[src/rtl/pixel_fetch.sv]
// pixel_fetch: video-domain reader of the dual-clock pixel FIFO.
// A 2-entry prefetch buffer is kept topped up from the FIFO. A frame-alignment
// FSM (SYNC/ARMED/RUN) pops one pixel per pixel_en request and uses the FIFO
// position code to lock the pixel stream to the display frame. Blank pixels
// are substituted on underrun or misalignment.
module pixel_fetch #(
    parameter logic [2:0] POS_FRAME_START = 3'd1,
    parameter logic [7:0] BLANK_Y         = 8'd16,
    parameter logic [7:0] BLANK_C         = 8'd128
) (
    input  logic       clk,
    input  logic       clk_en,
    input  logic       rst,
    input  logic [7:0] y_in,
    input  logic [7:0] u_in,
    input  logic [7:0] v_in,
    input  logic [7:0] osd_in,
    input  logic [2:0] position_in,
    input  logic       pixel_rd_empty,
    input  logic       pixel_rd_valid,
    output logic       pixel_rd_en,
    input  logic       frame_start,
    input  logic       pixel_en,
    output logic [7:0] y_out,
    output logic [7:0] u_out,
    output logic [7:0] v_out,
    output logic [7:0] osd_out,
    output logic       pixel_out_valid,
    output logic       underrun,
    output logic       misalign
);

    typedef enum logic [1:0] {
        SYNC  = 2'd0,
        ARMED = 2'd1,
        RUN   = 2'd2
    } state_t;

    // One buffered FIFO word together with its frame position code.
    typedef struct packed {
        logic [2:0] pos;
        logic [7:0] y;
        logic [7:0] u;
        logic [7:0] v;
        logic [7:0] osd;
    } pix_t;

    state_t     state_q, state_d;
    logic [1:0] count_q, count_d;
    logic       inflight_q, inflight_d;
    logic       first_q, first_d;
    pix_t       buf0_q, buf0_d;
    pix_t       buf1_q, buf1_d;

    logic [7:0] y_q, y_d;
    logic [7:0] u_q, u_d;
    logic [7:0] v_q, v_d;
    logic [7:0] osd_q, osd_d;
    logic       valid_q, valid_d;
    logic       underrun_q, underrun_d;
    logic       misalign_q, misalign_d;

    pix_t       in_word;
    logic       push;
    logic       pop;
    logic       head_valid;
    logic       head_is_start;
    logic       show_head;
    logic       show_blank;

    assign in_word       = '{pos: position_in, y: y_in, u: u_in, v: v_in, osd: osd_in};
    // Only a word we actually asked for is accepted; this also drops a stale
    // response to a read that was issued before a reset.
    assign push          = pixel_rd_valid && inflight_q;
    assign head_valid    = (count_q != 2'd0);
    assign head_is_start = (buf0_q.pos == POS_FRAME_START);

    // Read request: keep buffered plus in-flight words at most 2 so the
    // buffer can never overflow.
    assign pixel_rd_en = clk_en && !rst && !pixel_rd_empty &&
                         ((count_q + {1'b0, inflight_q}) < 2'd2);
    assign inflight_d  = pixel_rd_en;

    // Frame-alignment FSM: decides pops, state moves and what to emit.
    always_comb begin
        state_d    = state_q;
        first_d    = first_q;
        pop        = 1'b0;
        show_head  = 1'b0;
        show_blank = 1'b0;
        underrun_d = 1'b0;
        misalign_d = 1'b0;
        case (state_q)
            SYNC: begin
                // Discard words until the head is the first pixel of a frame.
                if (head_valid) begin
                    if (head_is_start) begin
                        state_d = ARMED;
                    end else begin
                        pop = 1'b1;
                    end
                end
                show_blank = pixel_en;
            end
            ARMED: begin
                // Frame start takes effect next cycle; a coincident request is blanked.
                if (frame_start) begin
                    state_d = RUN;
                    first_d = 1'b1;
                end
                show_blank = pixel_en;
            end
            RUN: begin
                if (pixel_en) begin
                    if (!head_valid) begin
                        show_blank = 1'b1;
                        underrun_d = 1'b1;
                        state_d    = SYNC;
                    end else if (!head_is_start || first_q) begin
                        pop       = 1'b1;
                        show_head = 1'b1;
                        first_d   = 1'b0;
                    end else begin
                        // A new frame arrived before the display expected it.
                        show_blank = 1'b1;
                        misalign_d = 1'b1;
                        state_d    = ARMED;
                    end
                end
            end
            default: state_d = SYNC;
        endcase
    end

    // Output pixel selection: head word, blank, or hold.
    always_comb begin
        y_d     = y_q;
        u_d     = u_q;
        v_d     = v_q;
        osd_d   = osd_q;
        valid_d = valid_q;
        if (show_head) begin
            y_d     = buf0_q.y;
            u_d     = buf0_q.u;
            v_d     = buf0_q.v;
            osd_d   = buf0_q.osd;
            valid_d = 1'b1;
        end else if (show_blank) begin
            y_d     = BLANK_Y;
            u_d     = BLANK_C;
            v_d     = BLANK_C;
            osd_d   = 8'd0;
            valid_d = 1'b0;
        end
    end

    // Prefetch buffer update: pop shifts the tail forward, push fills the tail.
    always_comb begin
        buf0_d  = buf0_q;
        buf1_d  = buf1_q;
        count_d = count_q;
        case ({push, pop})
            2'b01: begin
                buf0_d  = buf1_q;
                count_d = count_q - 2'd1;
            end
            2'b10: begin
                if (count_q == 2'd0) begin
                    buf0_d = in_word;
                end else begin
                    buf1_d = in_word;
                end
                count_d = count_q + 2'd1;
            end
            2'b11: begin
                if (count_q == 2'd1) begin
                    buf0_d = in_word;
                end else begin
                    buf0_d = buf1_q;
                    buf1_d = in_word;
                end
            end
            default: ;
        endcase
    end

    // Control and output registers; reset flushes the buffer and blanks outputs.
    always_ff @(posedge clk or posedge rst) begin
        if (rst) begin
            state_q    <= SYNC;
            count_q    <= 2'd0;
            inflight_q <= 1'b0;
            first_q    <= 1'b0;
            y_q        <= BLANK_Y;
            u_q        <= BLANK_C;
            v_q        <= BLANK_C;
            osd_q      <= 8'd0;
            valid_q    <= 1'b0;
            underrun_q <= 1'b0;
            misalign_q <= 1'b0;
        end else if (clk_en) begin
            state_q    <= state_d;
            count_q    <= count_d;
            inflight_q <= inflight_d;
            first_q    <= first_d;
            y_q        <= y_d;
            u_q        <= u_d;
            v_q        <= v_d;
            osd_q      <= osd_d;
            valid_q    <= valid_d;
            underrun_q <= underrun_d;
            misalign_q <= misalign_d;
        end
    end

    // Buffer storage; occupancy is tracked by count_q so contents need no reset.
    always_ff @(posedge clk) begin
        if (clk_en) begin
            buf0_q <= buf0_d;
            buf1_q <= buf1_d;
        end
    end

    assign y_out           = y_q;
    assign u_out           = u_q;
    assign v_out           = v_q;
    assign osd_out         = osd_q;
    assign pixel_out_valid = valid_q;
    assign underrun        = underrun_q;
    assign misalign        = misalign_q;

endmodule
[config.mk]
export PLATFORM = sky130hd
export DESIGN_NAME = pixel_fetch
export DESIGN_NICKNAME = d
export VERILOG_FILES = /design/src/rtl/pixel_fetch.sv
export SDC_FILE = /design/constraint.sdc
export NUM_CORES = 1
export LEC_CHECK = 0
export CAP_MARGIN = 30
export CORE_MARGIN = 2
export CORE_UTILIZATION = 45
export DETAILED_ROUTE_END_ITERATION = 10
export PLACE_DENSITY = 0.73
export SLEW_MARGIN = 20
export SYNTH_ARGS = -nofsm -noshare
export SYNTH_HDL_FRONTEND = slang
export SYNTH_SLANG_ARGS = --single-unit
[constraint.sdc]
create_clock -name clk -period 4.5 [get_ports clk]
set_clock_uncertainty 0.15 [all_clocks]
set_input_delay 0.675 -clock clk [delete_from_list [all_inputs] [get_ports clk]]
set_output_delay 0.675 -clock clk [all_outputs]
set_load 0.005 [all_outputs]
==> results of run 1 <==
## through the flow
| step | worst slack (ns) | cell area [sq um] | cells |
|---|---|---|---|
| 2_1_floorplan | 0.8717 | 4247 | 259 |
| 4_1_cts | 1.014 | 5330 | 454 |
| 5_1_grt | 0.8274 | 5350 | 455 |
| 6_report | 1.035 | 5350 | 455 |
| 3_5_place_dp | 1.019 | 5131 | 438 |
| 3_3_place_gp | 1.032 | 5131 | 438 |
## worst max-delay path: stages
cell	delay, ns
clkdlybuf4s50_1	0.66
inv_1	0.17
a2111oi_0	0.53
clkdlybuf4s50_1	0.60
## flip-flops by register name (all words and copies together), names as in the netlist, 2 cells and up
name	flops
buf0_q	35
buf1_q	35
count_q	2
osd_out	8
state_q	2
u_out	8
v_out	8
y_out	8
## cell type report
cell class	instances	area share
Clock buffer	11	0.02456
Clock inverter	5	0.01263
Inverter	12	0.008419
Multi-Input combinational cell	122	0.1883
Sequential cell	111	0.5854
Tap cell	111	0.02596
Timing Repair Buffer	83	0.1548
## per-layer routing
layer  global-route usage  up-vias  wire, um
li1                     -     1171         -
met1               0.2054     1206      3410
met2               0.2731       62      3935
met3              0.03051        7       318
met4              0.06861        0        66
met5                    0        -         0
## layout by cell type, fill, tap and decap left out, types with 4 or more instances in the layout
cell type        Yosys  final
dfrtp_1             38     38
inv_1               11     10
ha_1                 6      6
o21ai_0              6      6
clkdlybuf4s50_1      0     77
edfxtp_1            70     70
nand2_1              8      8
a22o_1              65     65
a21oi_1              4      4
clkbuf_8             0      9
buf_4                0      5
## logic make-up (layout without fill, tap and decap cells)
family,count (synthesis),after routing,share of synthesized area
XOR/XNOR,1,1,0.002065
buffers and inverters,26,111,0.02950
adder cells (fa/ha/maj),6,6,0.01770
flip-flops,111,111,0.7383
multiplexers,1,1,0.002655
AND/OR/NAND/NOR,29,29,0.04513
AO/OA/AOI/OAI,85,85,0.1646
## power groups by stage
| stage | Sequential (mW) | Clock, mW | Combinational (mW) |
|---|---|---|---|
| final | 1.41 | 0.599 | 0.588 |
| after global routing | 1.43 | 0.649 | 0.652 |
| after CTS | 1.41 | 0.612 | 0.595 |
| after detailed placement | 1.43 | 0 | 0.593 |
| after global placement | 1.43 | 0 | 0.576 |
| after floorplan | 1.42 | 0 | 0.307 |
## worst paths after layout
kind	slack (ns)	cells past startpoint	from	endpoint
worst min-delay path	0.32	1	buf0_q[15]	v_out[7]
max in group asynchronous	3.26	3	rst	u_out[0]
worst min register to register	0.32	1	buf0_q[15]	v_out[7]
worst max-delay path	1.03	4	clk_en	pixel_rd_en
min in group asynchronous	0.46	2	rst	count_q[0]
worst max register to register	1.90	6	buf0_q[34]	buf1_q[8]
==> flow_summary.ini, run 1 <==
[status]
status = completed

[synth]
ys_seq_area_frac = 0.7383
ys_ff_latch = 111
synthMostInstantiatedCell = edfxtp_1
synth_edf_count = 70
ys_types = 36
netlist_area_sq_um = 4242
synth_common_cells = edfxtp_1 (70), a22o_1 (65), dfrtp_1 (38)
synthCells = 259
ys_warn_count = 0
async_flop_share = 0.3694
synth_fp_nets = 307
avgSynthCellArea_sq_um = 16.38
synthTopCellsByArea = edfxtp_1 (50%), dfrtp_1 (22%), a22o_1 (13%)
synth_top_area_share = 0.4956
ys.flop_type = edfxtp_1
synth_area_leader_cell = edfxtp_1

[critical_path]
cp_max_fo = 11
endpoint_kind = output pin
cp.arrival_ns = 2.64
cp-start-kind = primary input
critPathKind = primary input to output pin
required_ns = 3.67

[power_and_ir_drop]
swShare = 0.2704
pwr-share-seq = 0.542
leakage_nw = 2.038
clkPwrFrac = 0.231
p_sw_mw = 0.7013
vdd_drop_max_v = 0.0001924
combinationalPowerShare = 0.227
powerDensity_nw_per_um2 = 484.8
fin_total_pwr_mw = 2.594
p_int_mw = 1.893

[clocking]
cts_root_buf = clkbuf_8
post_cts_buffers = 0
clock_latency_ns = 0.37
cts_made_buffers = 9
ctsHoldBuffers = 0
postCtsResizedCells = 0
clkSinkCount = 111
clockBufferDepth = 2
cts_tree = built
htree_levels = 3
clkTransAtPathRegs_ns = 0.09

[place]
globalplace.congestion = 0.8186
hpwl_um = 4938
port_buffers = 77

[sta]
maxSlewViolCount = 0
rsz0062_at_grt = no
clock.fmax_mhz = 288.6
tns_ns = 0
slew_headroom = 0.6405
worstMarginPinSlew_ns = 0.5257
fin_crit_sh = 0.7701
hold_violations = 0
finalSetupViolations = 0
min_period_ns = 3.465
whs_ns = 0.3164

[finish]
ff_latch_area_sq_um = 3132
multi_input_area_sq_um = 1007
fin_util = 0.5818
synthToLayoutAreaGrowth_pct = 26.14
drive_above_1_share = 0.09593
nNetsFinal = 387
antenna_cells = 0
nFillCells = 728

[floorplanning]
core_area_sq_um = 9196
rows = 35
die_h_um = 101.1
dieArea_sq_um = 10220
die_w_um = 101.1
ioPinCount = 78
initial_utilization = 0.4612

[global_routing]
antenna_found_initial = 0
grt_overflow_total = 0
grt_usage = 0.1620
grt_start_max_net_pins = 42
grt_pass1_wl_um = 12500
first_global_vias = 2524

[detailed_routing]
ant_nets = 0
detail_route.wl_per_cell_um = 16.99
routed_wl_um = 7731
drt_pass1_iterations = 4
drc_errors = 0
drt_iter0_markers = 109
vias = 2446
avgViaCountPerCell = 5.376

[hold_path]
hold_path.class = flip-flop to flip-flop

[flow_run]
maxCapViolCount = 0
(Power assumes the default switching activity.)
==> run 2, diff against run 1 <==
--- a/config.mk
+++ b/config.mk
@@ -9,7 +9,7 @@
 export CORE_MARGIN = 2
 export CORE_UTILIZATION = 45
 export DETAILED_ROUTE_END_ITERATION = 10
-export PLACE_DENSITY = 0.73
+export PLACE_DENSITY = 0.7
 export SLEW_MARGIN = 20
 export SYNTH_ARGS = -nofsm -noshare
 export SYNTH_HDL_FRONTEND = slang
==> constraint.sdc (replaced) <==
create_clock -name clk -period 3.5 [get_ports clk]
set_clock_uncertainty 0.15 [all_clocks]
set_input_delay 0.525 -clock clk [delete_from_list [all_inputs] [get_ports clk]]
set_output_delay 0.525 -clock clk [all_outputs]
set_load 0.005 [all_outputs]
==> run 2 against run 1 <==
Against the previous run: final cell count rose by 0.22%; global-route usage rose by 0.55 points; routed wire length rose by 4.2%; non-clock buffer count rose by 1; first-iteration DRC count fell by 6.4%; design area rose by 0.49%; via count rose by 2.4%; largest cell class unchanged; worst setup slack got worse by 0.50 ns; total power rose by 27%; register-to-register slack got worse by 0.88 ns.
==> flow_summary.ini, run 2 (synthesis gave the netlist of run 1 again) <==
[status]
status = completed

[detailed_routing]
topRoutingLayerUsed = met4
vias = 2505
ant_nets = 0
detail_route.wl_per_cell_um = 17.66
met1_length_um = 3382
wl_met2_um = 4074
drt_pass1_iterations = 4
routed_wl_um = 8053
drt_iter0_markers = 102
avgViaCountPerCell = 5.493
drc_errors = 0
dr_wl_met3_um = 429

[sta]
fin_crit_sh = 0.8462
rsz0062_at_grt = no
slew_headroom = 0.6051
finalSetupViolations = 0
clock.fmax_mhz = 337.6
maxSlewViolCount = 0
setup_ws_ns = 0.5381
min_period_ns = 2.962
whs_ns = 0.2485
tns_ns = 0
hold_violations = 0
worstMarginPinSlew_ns = 0.5775

[floorplanning]
rows = 35
die_h_um = 101.1
initial_utilization = 0.4612
dieArea_sq_um = 10220
ioPinCount = 78
die_w_um = 101.1
core_area_sq_um = 9196

[clocking]
clockBufferDepth = 2
clock_latency_ns = 0.36
postCtsResizedCells = 0
ctsHoldBuffers = 0
cts_made_buffers = 9
htree_levels = 3
clkTransAtPathRegs_ns = 0.10
cts_tree = built
post_cts_buffers = 0
clkSinkCount = 111
cts_root_buf = clkbuf_8

[place]
globalplace.congestion = 0.8042
port_buffers = 77
dp_slack_ns = 0.5287
hpwl_um = 5115

[critical_path]
worst-path-buf-inv = 3
cpMostUsedCell = clkdlybuf4s50_1
endpoint_kind = output pin
crit_slowest_cell = clkdlybuf4s50_1
cp_top_family = buffers and inverters
cpPeakStageDelay_ns = 0.62
required_ns = 2.82
reg2reg_setup_slack_ns = 1.02
reg2regPathDepth = 7
timing.rr.start = buf0_q[34]
cp.arrival_ns = 2.29
cp-start-kind = primary input
critPathKind = primary input to output pin
r2r_end = buf1_q[18]
worstPathCellList = clkdlybuf4s50_1, inv_1, a2111oi_0, clkdlybuf4s50_1
cp_max_fo = 3

[power_and_ir_drop]
leakage_nw = 2.038
vdd_drop_max_v = 0.0002183
powerDensity_nw_per_um2 = 614.9

[hold_path]
hold_path.class = primary input to async pin

[finish]
nNetsFinal = 388
antenna_cells = 0
layout_commonest_cell = clkdlybuf4s50_1
final_cell_mix = clkdlybuf4s50_1 (77), edfxtp_1 (70), a22o_1 (65), dfrtp_1 (38)
nFillCells = 715
synthToLayoutAreaGrowth_pct = 26.76
drive_above_1_share = 0.1014
top_regs = buf0_q x35, buf1_q x35

[global_routing]
grt_pass1_wl_um = 12790
antenna_found_initial = 0
grt_usage = 0.1675
first_global_vias = 2521
grt_overflow_total = 0
grt_start_max_net_pins = 42

[flow_run]
maxCapViolCount = 0
## run 2: final cells by class
cell class | count | area [sq um] | area share
Sequential cell | 111 | 3132 | 0.5825
Multi-Input combinational cell | 122 | 1015 | 0.1887
Timing Repair Buffer | 84 | 860.8 | 0.1601
Clock buffer | 11 | 141.4 | 0.02630
Tap cell | 111 | 138.9 | 0.02583
Inverter | 12 | 45.04 | 0.008378
Clock inverter | 5 | 43.79 | 0.008145
## run 2: routing by layer
metal / GRT usage / up-vias
met5: 0 / -
met4: 0.08004 / 0
met3: 0.03606 / 12
met2: 0.2802 / 68
met1: 0.2072 / 1243
li1: - / 1182
## run 2: worst max path at each step
stage                           from     endpoint  depth (start not counted)
after floorplan           count_q[0]    buf0_q[0]                          7
after global placement        clk_en  pixel_rd_en                          4
after detailed placement      clk_en  pixel_rd_en                          4
after CTS                     clk_en  pixel_rd_en                          4
after global routing          clk_en  pixel_rd_en                          4
final                         clk_en  pixel_rd_en                          4
## run 2: through the flow
step	instances	util	cell area, sq um	power (mW)
final	456	0.5846	5376	3.306
after global routing	456	0.5846	5376	3.485
after CTS	455	0.5824	5356	3.344
after detailed placement	439	0.5623	5171	2.629
after global placement	439	0.5623	5171	2.595
after floorplan	259	-	4249	2.220
## run 2: power by group
part | total, mW | leakage (nW) | internal (mW) | switching (mW)
combinational | 0.784 | 0.766 | 0.428 | 0.356
sequential | 1.81 | 1.18 | 1.68 | 0.129
clock | 0.714 | 0.0877 | 0.286 | 0.428
==> run 3, diff against run 2 <==
==> constraint.sdc (replaced) <==
create_clock -name clk -period 3 [get_ports clk]
set_clock_uncertainty 0.15 [all_clocks]
set_input_delay 0.45 -clock clk [delete_from_list [all_inputs] [get_ports clk]]
set_output_delay 0.45 -clock clk [all_outputs]
set_load 0.005 [all_outputs]
==> run 3 against run 2 <==
Against the previous run: non-clock buffer count rose by 1; total power up 19%; sequential cell count is the same; first-iteration DRC count is 12% higher; largest cell class unchanged; register-to-register slack got worse by 0.46 ns; combinational power grew 16%; largest power group unchanged; routed wire length fell by 1.7%; critical path depth is the same; worst setup slack got worse by 0.32 ns; final cell count grew 0.22%; utilization is 0.52 points higher; via count increased by 0.68%.
==> flow_summary.ini, run 3 (synthesis gave the netlist of run 1 again) <==
[status]
status = completed

[sta]
rsz0062_at_grt = no
finalSetupViolations = 0
worstMarginPinSlew_ns = 0.5640
maxSlewViolCount = 0
clock.fmax_mhz = 359.2
min_period_ns = 2.784
tns_ns = 0
hold_violations = 0
fin_crit_sh = 0.9280
slew_headroom = 0.6143
whs_ns = 0.1881

[clocking]
clock_latency_ns = 0.37
cts_made_buffers = 9
post_cts_buffers = 0
cts_root_buf = clkbuf_8
cts_tree = built
htree_levels = 3
ctsHoldBuffers = 0
clockBufferDepth = 2
clkTransAtPathRegs_ns = 0.11
clkSinkCount = 111
postCtsResizedCells = 0

[finish]
top_regs = buf0_q x35, buf1_q x35
nNetsFinal = 389
antenna_cells = 0
final_cell_mix = clkdlybuf4s50_1 (77), edfxtp_1 (70), a22o_1 (65), dfrtp_1 (38)
drive_above_1_share = 0.1040
layout_commonest_cell = clkdlybuf4s50_1
synthToLayoutAreaGrowth_pct = 27.88

[critical_path]
cpPeakStageDelay_ns = 0.61
cp.depth = 4
endpoint_kind = output pin
cp-start-kind = primary input
critPathKind = primary input to output pin
cp.arrival_ns = 2.18
required_ns = 2.40
timing.rr.start = buf0_q[34]
worst-path-buf-inv = 3
cp_top_family = buffers and inverters
cp_max_fo = 2
cpMostUsedCell = clkdlybuf4s50_1
setup.worst_path.start = clk_en
reg2regPathDepth = 7
crit_slowest_cell = clkdlybuf4s50_1
worstPathCellList = clkdlybuf4s50_1, inv_1, a2111oi_0, clkdlybuf4s50_1

[power_and_ir_drop]
combinationalPowerShare = 0.231
powerDensity_nw_per_um2 = 725.8
p_sw_mw = 1.057
vdd_drop_max_v = 0.0002858
leakage_nw = 2.064
swShare = 0.2685
pwr-share-seq = 0.536
p_int_mw = 2.880
clkPwrFrac = 0.233

[detailed_routing]
detail_route.wl_per_cell_um = 17.32
drt_iter0_markers = 114
avgViaCountPerCell = 5.519
routed_wl_um = 7914
drt_pass1_iterations = 5
ant_nets = 0
drc_errors = 0
vias = 2522

[place]
globalplace.congestion = 0.8010
hpwl_um = 5132
port_buffers = 77

[hold_path]
hold_path.class = primary input to async pin

[global_routing]
grt_usage = 0.1654
antenna_found_initial = 0
grt_pass1_wl_um = 12890
first_global_vias = 2614
grt_start_max_net_pins = 42
grt_overflow_total = 0

[flow_run]
maxCapViolCount = 0

[floorplanning]
rows = 35
die_w_um = 101.1
core_area_sq_um = 9196
initial_utilization = 0.4612
ioPinCount = 78
dieArea_sq_um = 10220
die_h_um = 101.1
==> run 3: cell types whose count changed in the layout (fill, tap and decap cells not counted) <==
cell,before,now
buf_4,4,3
buf_12,3,5
bufinv_16,0,1
o21ai_4,1,0
o21ai_2,0,1
clkinvlp_4,2,1
==> run 3: worst paths after layout <==
path                                     to  slack, ns
max in group asynchronous          v_out[7]       1.99
worst min-delay path             osd_out[1]       0.19
worst min register to register     y_out[4]       0.32
min in group clk                   y_out[4]       0.32
worst max-delay path            pixel_rd_en       0.22
worst max register to register   buf1_q[14]       0.56
==> run 3: layout make-up <==
cell class | instances | area (sq um)
clock buffers | 11 | 141.4
repair buffers | 85 | 893.4
clock inverters | 5 | 66.31
multi-input cells | 122 | 1007
fillers | 722 | 3772
flip-flops and latches | 111 | 3132
well taps | 111 | 138.9
inverters | 12 | 45.04
==> run 3: metrics by stage <==
| step | utilization | instance area, sq um | worst slack, ns | power [mW] | instances |
|---|---|---|---|---|---|
| global placement | 0.5650 | 5196 | 0.2120 | 3.034 | 440 |
| finish | 0.5898 | 5424 | 0.2159 | 3.937 | 457 |
| CTS | 0.5876 | 5404 | 0.1888 | 3.972 | 456 |
| global route | 0.5898 | 5424 | 0.08808 | 4.157 | 457 |
| floorplan | - | 4255 | 0.08358 | 2.596 | 259 |
| detailed placement | 0.5650 | 5196 | 0.2007 | 3.067 | 440 |
==> run 3: metal layers <==
layer | wire length, um | global-route usage
met1 | 3458 | 0.2111
met5 | 0 | 0
met3 | 276 | 0.02843
met2 | 4017 | 0.2797
met4 | 161 | 0.06965
==> run 3: power groups by stage <==
stage	Sequential, mW	Clock, mW	Combinational, mW
2_1_floorplan	2.13	0	0.471
5_1_grt	2.15	0.997	1.01
3_5_place_dp	2.15	0	0.921
3_3_place_gp	2.14	0	0.894
6_report	2.11	0.916	0.909
4_1_cts	2.11	0.933	0.924
